===== src/rtl/aes_key_schedule.sv =====
// Iterative AES-128 key expansion: emits round keys 0..10 one per accepted
// transfer on a valid/ready handshake. Includes the shared subByte S-box stage.

module subByte (
    input  logic [127:0] state,
    output logic [127:0] statebar
);
    localparam logic [7:0] SBOX [256] = '{
        8'h63, 8'h7c, 8'h77, 8'h7b, 8'hf2, 8'h6b, 8'h6f, 8'hc5, 8'h30, 8'h01, 8'h67, 8'h2b, 8'hfe, 8'hd7, 8'hab, 8'h76,
        8'hca, 8'h82, 8'hc9, 8'h7d, 8'hfa, 8'h59, 8'h47, 8'hf0, 8'had, 8'hd4, 8'ha2, 8'haf, 8'h9c, 8'ha4, 8'h72, 8'hc0,
        8'hb7, 8'hfd, 8'h93, 8'h26, 8'h36, 8'h3f, 8'hf7, 8'hcc, 8'h34, 8'ha5, 8'he5, 8'hf1, 8'h71, 8'hd8, 8'h31, 8'h15,
        8'h04, 8'hc7, 8'h23, 8'hc3, 8'h18, 8'h96, 8'h05, 8'h9a, 8'h07, 8'h12, 8'h80, 8'he2, 8'heb, 8'h27, 8'hb2, 8'h75,
        8'h09, 8'h83, 8'h2c, 8'h1a, 8'h1b, 8'h6e, 8'h5a, 8'ha0, 8'h52, 8'h3b, 8'hd6, 8'hb3, 8'h29, 8'he3, 8'h2f, 8'h84,
        8'h53, 8'hd1, 8'h00, 8'hed, 8'h20, 8'hfc, 8'hb1, 8'h5b, 8'h6a, 8'hcb, 8'hbe, 8'h39, 8'h4a, 8'h4c, 8'h58, 8'hcf,
        8'hd0, 8'hef, 8'haa, 8'hfb, 8'h43, 8'h4d, 8'h33, 8'h85, 8'h45, 8'hf9, 8'h02, 8'h7f, 8'h50, 8'h3c, 8'h9f, 8'ha8,
        8'h51, 8'ha3, 8'h40, 8'h8f, 8'h92, 8'h9d, 8'h38, 8'hf5, 8'hbc, 8'hb6, 8'hda, 8'h21, 8'h10, 8'hff, 8'hf3, 8'hd2,
        8'hcd, 8'h0c, 8'h13, 8'hec, 8'h5f, 8'h97, 8'h44, 8'h17, 8'hc4, 8'ha7, 8'h7e, 8'h3d, 8'h64, 8'h5d, 8'h19, 8'h73,
        8'h60, 8'h81, 8'h4f, 8'hdc, 8'h22, 8'h2a, 8'h90, 8'h88, 8'h46, 8'hee, 8'hb8, 8'h14, 8'hde, 8'h5e, 8'h0b, 8'hdb,
        8'he0, 8'h32, 8'h3a, 8'h0a, 8'h49, 8'h06, 8'h24, 8'h5c, 8'hc2, 8'hd3, 8'hac, 8'h62, 8'h91, 8'h95, 8'he4, 8'h79,
        8'he7, 8'hc8, 8'h37, 8'h6d, 8'h8d, 8'hd5, 8'h4e, 8'ha9, 8'h6c, 8'h56, 8'hf4, 8'hea, 8'h65, 8'h7a, 8'hae, 8'h08,
        8'hba, 8'h78, 8'h25, 8'h2e, 8'h1c, 8'ha6, 8'hb4, 8'hc6, 8'he8, 8'hdd, 8'h74, 8'h1f, 8'h4b, 8'hbd, 8'h8b, 8'h8a,
        8'h70, 8'h3e, 8'hb5, 8'h66, 8'h48, 8'h03, 8'hf6, 8'h0e, 8'h61, 8'h35, 8'h57, 8'hb9, 8'h86, 8'hc1, 8'h1d, 8'h9e,
        8'he1, 8'hf8, 8'h98, 8'h11, 8'h69, 8'hd9, 8'h8e, 8'h94, 8'h9b, 8'h1e, 8'h87, 8'he9, 8'hce, 8'h55, 8'h28, 8'hdf,
        8'h8c, 8'ha1, 8'h89, 8'h0d, 8'hbf, 8'he6, 8'h42, 8'h68, 8'h41, 8'h99, 8'h2d, 8'h0f, 8'hb0, 8'h54, 8'hbb, 8'h16
    };

    for (genvar i = 0; i < 16; i++) begin : gByte
        assign statebar[8*i +: 8] = SBOX[state[8*i +: 8]];
    end
endmodule

module aes_key_schedule (
    input  logic         clk,
    input  logic         reset,
    input  logic         start,
    input  logic [127:0] key_in,
    input  logic         key_ready,
    output logic [127:0] round_key,
    output logic [3:0]   round_idx,
    output logic         key_valid,
    output logic         busy,
    output logic         done
);
    typedef enum logic {IDLE, RUN} state_t;

    state_t       state_q, state_d;
    logic [127:0] round_key_q, round_key_d;
    logic [3:0]   round_idx_q, round_idx_d;
    logic         key_valid_q, key_valid_d;
    logic         done_q, done_d;

    logic [31:0]  w0, w1, w2, w3, rotWord, t;
    logic [31:0]  n0, n1, n2, n3;
    logic [127:0] sbOut;
    logic [95:0]  unused_sb;
    logic [3:0]   nextIdx;
    logic [7:0]   rcon;

    assign {w0, w1, w2, w3} = round_key_q;
    assign rotWord   = {w3[23:0], w3[31:24]};
    assign nextIdx   = round_idx_q + 4'd1;
    assign unused_sb = sbOut[95:0];

    subByte uSubWord (
        .state    ({rotWord, 96'h0}),
        .statebar (sbOut)
    );

    // rcon is selected by the index of the key being produced, not the current one
    always_comb begin
        rcon = 8'h00;
        case (nextIdx)
            4'd1:    rcon = 8'h01;
            4'd2:    rcon = 8'h02;
            4'd3:    rcon = 8'h04;
            4'd4:    rcon = 8'h08;
            4'd5:    rcon = 8'h10;
            4'd6:    rcon = 8'h20;
            4'd7:    rcon = 8'h40;
            4'd8:    rcon = 8'h80;
            4'd9:    rcon = 8'h1b;
            4'd10:   rcon = 8'h36;
            default: rcon = 8'h00;
        endcase
    end

    assign t  = sbOut[127:96] ^ {rcon, 24'h0};
    assign n0 = w0 ^ t;
    assign n1 = w1 ^ n0;
    assign n2 = w2 ^ n1;
    assign n3 = w3 ^ n2;

    always_comb begin
        state_d     = state_q;
        round_key_d = round_key_q;
        round_idx_d = round_idx_q;
        key_valid_d = key_valid_q;
        done_d      = 1'b0;
        case (state_q)
            IDLE: begin
                if (start) begin
                    round_key_d = key_in;
                    round_idx_d = 4'd0;
                    key_valid_d = 1'b1;
                    state_d     = RUN;
                end
            end
            RUN: begin
                if (key_valid_q && key_ready) begin
                    if (round_idx_q == 4'd10) begin
                        key_valid_d = 1'b0;
                        done_d      = 1'b1;
                        state_d     = IDLE;
                    end else begin
                        round_key_d = {n0, n1, n2, n3};
                        round_idx_d = nextIdx;
                    end
                end
            end
            default: state_d = IDLE;
        endcase
    end

    always_ff @(posedge clk) begin
        if (reset) begin
            state_q     <= IDLE;
            round_key_q <= '0;
            round_idx_q <= '0;
            key_valid_q <= 1'b0;
            done_q      <= 1'b0;
        end else begin
            state_q     <= state_d;
            round_key_q <= round_key_d;
            round_idx_q <= round_idx_d;
            key_valid_q <= key_valid_d;
            done_q      <= done_d;
        end
    end

    assign round_key = round_key_q;
    assign round_idx = round_idx_q;
    assign key_valid = key_valid_q;
    assign busy      = (state_q == RUN);
    assign done      = done_q;
endmodule


===== config.mk =====
export PLATFORM = sky130hd
export DESIGN_NAME = aes_key_schedule
export DESIGN_NICKNAME = d
export VERILOG_FILES = /design/src/rtl/aes_key_schedule.sv
export SDC_FILE = /design/constraint.sdc
export NUM_CORES = 1
export LEC_CHECK = 0
export ABC_AREA = 1
export CAP_MARGIN = 40
export CELL_PAD_IN_SITES_DETAIL_PLACEMENT = 1
export CELL_PAD_IN_SITES_GLOBAL_PLACEMENT = 2
export CORE_AREA = 2 2 408 410
export CTS_CLUSTER_SIZE = 30
export DETAILED_ROUTE_END_ITERATION = 8
export DIE_AREA = 0 0 410 412
export PLACE_DENSITY = 0.85
export SLEW_MARGIN = 10
export SYNTH_ARGS = -nofsm -noshare
export SYNTH_HDL_FRONTEND = slang
export SYNTH_HIERARCHICAL = 1
export SYNTH_SLANG_ARGS = --single-unit

===== constraint.sdc =====
create_clock -name clk -period 5.47 [get_ports clk]
set_input_delay 1.094 -clock clk [delete_from_list [all_inputs] [get_ports clk]]
set_output_delay 1.094 -clock clk [all_outputs]
set_load 0.01 [all_outputs]

==> results of run 1 <==
## routing by layer
metal  share of wire  up-vias
li1                -    12300
met3           0.095      251
met5         0.00036        -
met4           0.035        8
met2            0.43     1443
met1            0.44    13300
## power by group through the flow
| stage | combinational, W | sequential [W] | clock, W |
|---|---|---|---|
| 2_1_floorplan | 0.00265 | 0.00125 | 0 |
| 3_3_place_gp | 0.00441 | 0.00125 | 0 |
| 3_5_place_dp | 0.00444 | 0.00125 | 0 |
| 4_1_cts | 0.00447 | 0.00123 | 0.00131 |
| 5_1_grt | 0.00495 | 0.00124 | 0.00133 |
| 6_report | 0.00456 | 0.00123 | 0.00125 |
## state kept, by name, indices dropped and copies added (netlist names)
name,flops
busy,1
done,1
key_valid,1
round_idx,4
round_key,128
## final timing paths
kind | startpoint | cells past startpoint | end | slack, ns
worst max-delay path | round_key[0] | 18 | round_key[47] | 1.04
worst min register to register | round_key[53] | 2 | round_key[53] | 0.51
worst min-delay path | round_key[53] | 2 | round_key[53] | 0.51
worst max register to register | round_key[0] | 18 | round_key[47] | 1.04
## worst max-delay path, cell delays in order, from the launching register on
cell,delay (ns)
dfxtp_1,0.70
inv_1,0.29
ha_1,0.43
nor2_1,0.59
inv_1,0.31
nand3_1,0.17
nand3_1,0.09
nand3_1,0.17
nand3_1,0.10
nand3_1,0.11
nand2_1,0.08
xnor2_1,0.12
buf_4,0.19
or2_2,0.29
nand2_1,0.10
xnor2_1,0.10
o21ai_0,0.24
o21bai_1,0.15
a21oi_1,0.08
## stage by stage
step | hold slack (ns) | cell area (µm²) | setup slack, ns | utilization | std cells
final | 0.506 | 24800 | 1.04 | 0.151 | 5963
after global routing | 0.527 | 24800 | 0.872 | 0.151 | 5961
after CTS | 0.507 | 24700 | 1.15 | 0.151 | 5960
after detailed placement | 0.492 | 24100 | 1.19 | 0.147 | 5928
after global placement | 0.482 | 24000 | 1.21 | 0.146 | 5922
after floorplan | 0.485 | 19100 | 2.28 | - | 3633
## layout make-up
| type | instances | area, µm² | area share |
|---|---|---|---|
| Inverter | 220 | 838 | 0.0339 |
| Antenna cell | 2 | 5.00 | 0.000202 |
| Timing Repair Buffer | 345 | 3350 | 0.135 |
| Tap cell | 2189 | 2740 | 0.111 |
| Clock buffer | 17 | 425 | 0.0172 |
| Clock inverter | 15 | 163 | 0.00657 |
| Sequential cell | 135 | 2710 | 0.110 |
| Multi-Input combinational cell | 3040 | 14500 | 0.586 |
==> impl_metrics.py, run 1 <==
metrics = {
    "run_status": {
        "status": "completed",
    },
    "sta": {
        "max_freq_mhz": 226,
        "finalSetupViolations": 0,
        "min_period_ns": 4.43,
        "slew_violations": 0,
        "hold_viol_final": 0,
        "fin_crit_sh": 0.811,
        "slew-limit-headroom": 0.390,
        "tightest_slew_ns": 0.913,
        "rsz0062_at_grt": "false",
        "skew_ns": 0.0204,
        "final.setup.tns_ns": 0,
    },
    "grt": {
        "use_met2": 0.226,
        "use_met1": 0.197,
        "grt_overflow": 0,
        "antenna_found_initial": 6,
        "grt_pass1_wl_mm": 187,
        "grt-busiest-layer": "met2",
        "gr-usage-met3": 0.0360,
        "grt_max_degree": 96,
        "grt_pass1_vias": 27100,
        "grt_usage": 0.147,
    },
    "pwr": {
        "clockPowerShare": 0.177,
        "comb_power_share": 0.648,
        "pwr-share-seq": 0.175,
        "p_int_w": 0.00315,
        "power_density_nw_per_um2": 284,
        "p_sw_w": 0.00388,
        "total_power_w": 0.00703,
        "switching_share": 0.551,
        "p_leak_nw": 10.6,
        "ir_worst_vdd_mv": 0.268,
    },
    "worst_setup_path": {
        "cp_max_fo": 15,
        "cp.arrival_ns": 4.80,
        "end_kind": "flip-flop",
        "worstSetupPathType": "flip-flop to flip-flop",
        "crit_required_ns": 5.84,
        "start_kind": "flip-flop",
    },
    "floorplan": {
        "core_area_um2": 164000,
        "dieArea_um2": 169000,
        "rows": 149,
        "die_y_um": 412,
        "die_width_um": 410,
        "start_util": 0.117,
        "ios": 267,
    },
    "clock_tree": {
        "cts-root-buf": "clkbuf_16",
        "h-tree-depth": 4,
        "worstSkewPairLatency_ns": 0.52,
        "cts_resized": 0,
        "cts_buffers": 17,
        "postCtsSetupBuffers": 0,
        "cts_tree": "built",
        "holdBufCountCts": 0,
        "path_clk_slew_ns": 0.07,
        "cts_sinks": 135,
        "cts.path.max_buffers": 2,
    },
    "yosys": {
        "avgSynthCellArea_um2": 5.27,
        "postSynthCellCount": 3633,
        "syn_area_um2": 19100,
        "synth-warning-count": 6,
        "syn-num-nets": 3831,
    },
    "detailed_routing": {
        "wl_mm": 129,
        "firstDrtPassIters": 7,
        "drc": 0,
        "vias": 27300,
        "drt_iter0_drc": 3048,
        "ant_nets": 0,
        "avgViaCountPerCell": 4.58,
        "wl_per_cell_um": 21.7,
    },
    "hold_path": {
        "hold_class": "flip-flop to flip-flop",
    },
    "finish": {
        "mostFrequentLayoutCells": "1223 x nand2_1, 806 x nand3_1, 278 x nor2_1, 265 x clkdlybuf4s50_1, 214 x a21oi_1",
        "fillers": 20700,
        "final_common_cell": "nand2_1",
        "syn2layout_area_growth_pct": 29.3,
        "final_layout_size_suffix_gt1_frac": 0.0472,
        "nets": 3957,
    },
    "place": {
        "gp_congestion": 1.02,
        "hpwl_mm": 97.2,
        "port_buffers": 266,
    },
    "flow_run": {
        "maxCapViolations": 0,
    },
}
No activity file was read; power rests on OpenSTA's default activity.
==> run 2, diff against run 1 <==
--- a/config.mk
+++ b/config.mk
@@ -9,11 +9,11 @@
 export CAP_MARGIN = 40
 export CELL_PAD_IN_SITES_DETAIL_PLACEMENT = 1
 export CELL_PAD_IN_SITES_GLOBAL_PLACEMENT = 2
-export CORE_AREA = 2 2 408 410
+export CORE_AREA = 2 2 420 422
 export CTS_CLUSTER_SIZE = 30
 export DETAILED_ROUTE_END_ITERATION = 8
-export DIE_AREA = 0 0 410 412
-export PLACE_DENSITY = 0.85
+export DIE_AREA = 0 0 422 424
+export PLACE_DENSITY = 0.81
 export SLEW_MARGIN = 10
 export SYNTH_ARGS = -nofsm -noshare
 export SYNTH_HDL_FRONTEND = slang
==> constraint.sdc (replaced) <==
create_clock -name clk -period 4.4 [get_ports clk]
set_input_delay 0.88 -clock clk [delete_from_list [all_inputs] [get_ports clk]]
set_output_delay 0.88 -clock clk [all_outputs]
set_load 0.01 [all_outputs]
==> impl_metrics.py, run 2 (synthesis results as in run 1) <==
metrics = {
    "run_status": {
        "status": "completed",
    },
    "clock_tree": {
        "h-tree-depth": 4,
        "cts-root-buf": "clkbuf_16",
        "cts_tree": "built",
        "holdBufCountCts": 0,
        "cts.path.max_buffers": 2,
        "cts_resized": 0,
        "cts_buffers": 17,
        "path_clk_slew_ns": 0.08,
        "cts_sinks": 135,
        "worstSkewPairLatency_ns": 0.49,
        "postCtsSetupBuffers": 0,
    },
    "pwr": {
        "ir_worst_vdd_mv": 0.271,
        "pwr-share-seq": 0.169,
        "power_density_nw_per_um2": 348,
        "p_leak_nw": 10.7,
        "p_int_w": 0.00406,
        "switching_share": 0.538,
        "clockPowerShare": 0.182,
        "total_power_w": 0.00880,
        "comb_power_share": 0.649,
        "p_sw_w": 0.00474,
    },
    "floorplan": {
        "dieArea_um2": 179000,
        "core_area_um2": 175000,
        "start_util": 0.109,
        "die_width_um": 422,
        "rows": 154,
        "die_y_um": 424,
        "ios": 267,
    },
    "finish": {
        "final_common_cell": "nand2_1",
        "ff_latch_area_um2": 2720,
        "final_layout_size_suffix_gt1_frac": 0.0555,
        "syn2layout_area_growth_pct": 31.9,
        "largest_reg_flops": 128,
        "mostFrequentLayoutCells": "1223 x nand2_1, 806 x nand3_1, 278 x nor2_1, 265 x clkdlybuf4s50_1, 214 x a21oi_1",
        "multi_input_area_um2": 14500,
        "nets": 3990,
        "fillers": 22100,
    },
    "sta": {
        "rsz0062_at_grt": "false",
        "final.setup.tns_ns": 0,
        "finalSetupViolations": 0,
        "slew_violations": 0,
        "tightest_slew_ns": 0.852,
        "max_freq_mhz": 249,
        "slew-limit-headroom": 0.429,
        "hold_viol_final": 0,
        "skew_ns": 0.0189,
        "fin_crit_sh": 0.914,
        "min_period_ns": 4.02,
    },
    "worst_setup_path": {
        "startpoint": "round_key[24]",
        "r2r-start": "round_key[24]",
        "end_kind": "flip-flop",
        "cp_max_fo": 11,
        "slowest_stage": "ha_1",
        "start_kind": "flip-flop",
        "worstSetupPathType": "flip-flop to flip-flop",
        "cp.arrival_ns": 4.42,
        "slowest_delay_ns": 0.48,
        "path_cells": "inv_1, ha_1, inv_1, nand2_1, nand2_1, o21ai_0, nand3_1, nand3_1, nand3_1, nand2_1, xnor2_1, xnor2_1, xor2_1, o21ai_0, buf_4, o21ai_0, a21oi_1",
        "crit_required_ns": 4.80,
    },
    "grt": {
        "grt_pass1_wl_mm": 181,
        "grt_pass1_vias": 27200,
        "grt_max_degree": 80,
        "grt_usage": 0.132,
        "grt_overflow": 0,
        "antenna_found_initial": 5,
    },
    "place": {
        "port_buffers": 266,
        "hpwl_mm": 93.4,
        "gp_congestion": 0.994,
    },
    "detailed_routing": {
        "firstDrtPassIters": 5,
        "top_layer": "met4",
        "vias": 27400,
        "dr_wl_met2_mm": 60.0,
        "wl_met3_mm": 7.92,
        "wl_mm": 124,
        "avgViaCountPerCell": 4.45,
        "wl_met1_mm": 47.2,
        "drt_iter0_drc": 2857,
        "drc": 0,
        "wl_per_cell_um": 20.2,
        "ant_nets": 0,
    },
    "hold_path": {
        "hold_class": "flip-flop to flip-flop",
        "hold_start": "round_key[52]",
    },
    "flow_run": {
        "maxCapViolations": 0,
    },
}
==> run 2: changes by cell type in the layout (fill, tap and decap cells not counted), sizes merged <==
cell / change
buf: +33
bufinv: +2
clkbuf: +1
clkinv: -2
diode: +3
inv: -2
==> run 2: power by group through the flow <==
| stage | clock network, W | registers [W] | logic (W) |
|---|---|---|---|
| after floorplan | 0 | 0.00156 | 0.00329 |
| after global placement | 0 | 0.00151 | 0.00554 |
| after detailed placement | 0 | 0.00152 | 0.00559 |
| after CTS | 0.00165 | 0.00149 | 0.00562 |
| after global routing | 0.00168 | 0.00150 | 0.00618 |
| final | 0.00160 | 0.00149 | 0.00571 |
==> run 2: path summary, 6_finish.rpt <==
kind                    to  slack, ns  cells after the start
max           round_key[0]       0.38                     17
min reg2reg  round_key[52]       0.50                      2
max reg2reg   round_key[0]       0.38                     17
min          round_key[52]       0.50                      2
==> run 2: layout make-up <==
class / instances / area share
multi-input cells: 3040 / 0.575
repair buffers: 378 / 0.144
well taps: 2340 / 0.116
flip-flops and latches: 135 / 0.108
inverters: 220 / 0.0331
clock buffers: 18 / 0.0174
clock inverters: 13 / 0.00669
diodes: 5 / 0.000495
==> run 2: stage by stage <==
step	instance area, µm²	setup WS, ns	hold slack [ns]	util	instances
2_1_floorplan	19100	1.21	0.485	-	3633
3_3_place_gp	24600	0.555	0.480	0.141	6111
3_5_place_dp	24600	0.515	0.488	0.141	6112
4_1_cts	25200	0.443	0.499	0.144	6143
5_1_grt	25300	0.172	0.523	0.144	6149
6_report	25300	0.380	0.498	0.144	6149
==> run 2: critical path: cells and delay by family, from the launching register on <==
kind | cells | cell delay, ns
flip-flops | 1 | 0.34
AO/OA/AOI/OAI | 4 | 0.90
buffers and inverters | 3 | 0.50
adder cells (fa/ha/maj) | 1 | 0.48
XOR/XNOR | 3 | 0.46
AND/OR/NAND/NOR | 6 | 1.23
==> run 2: layer usage <==
layer / vias to the layer above / GRT usage
li1: 12400 / -
met1: 13400 / 0.155
met2: 1309 / 0.226
met3: 333 / 0.0154
met4: 0 / 0.0909
met5: - / 0
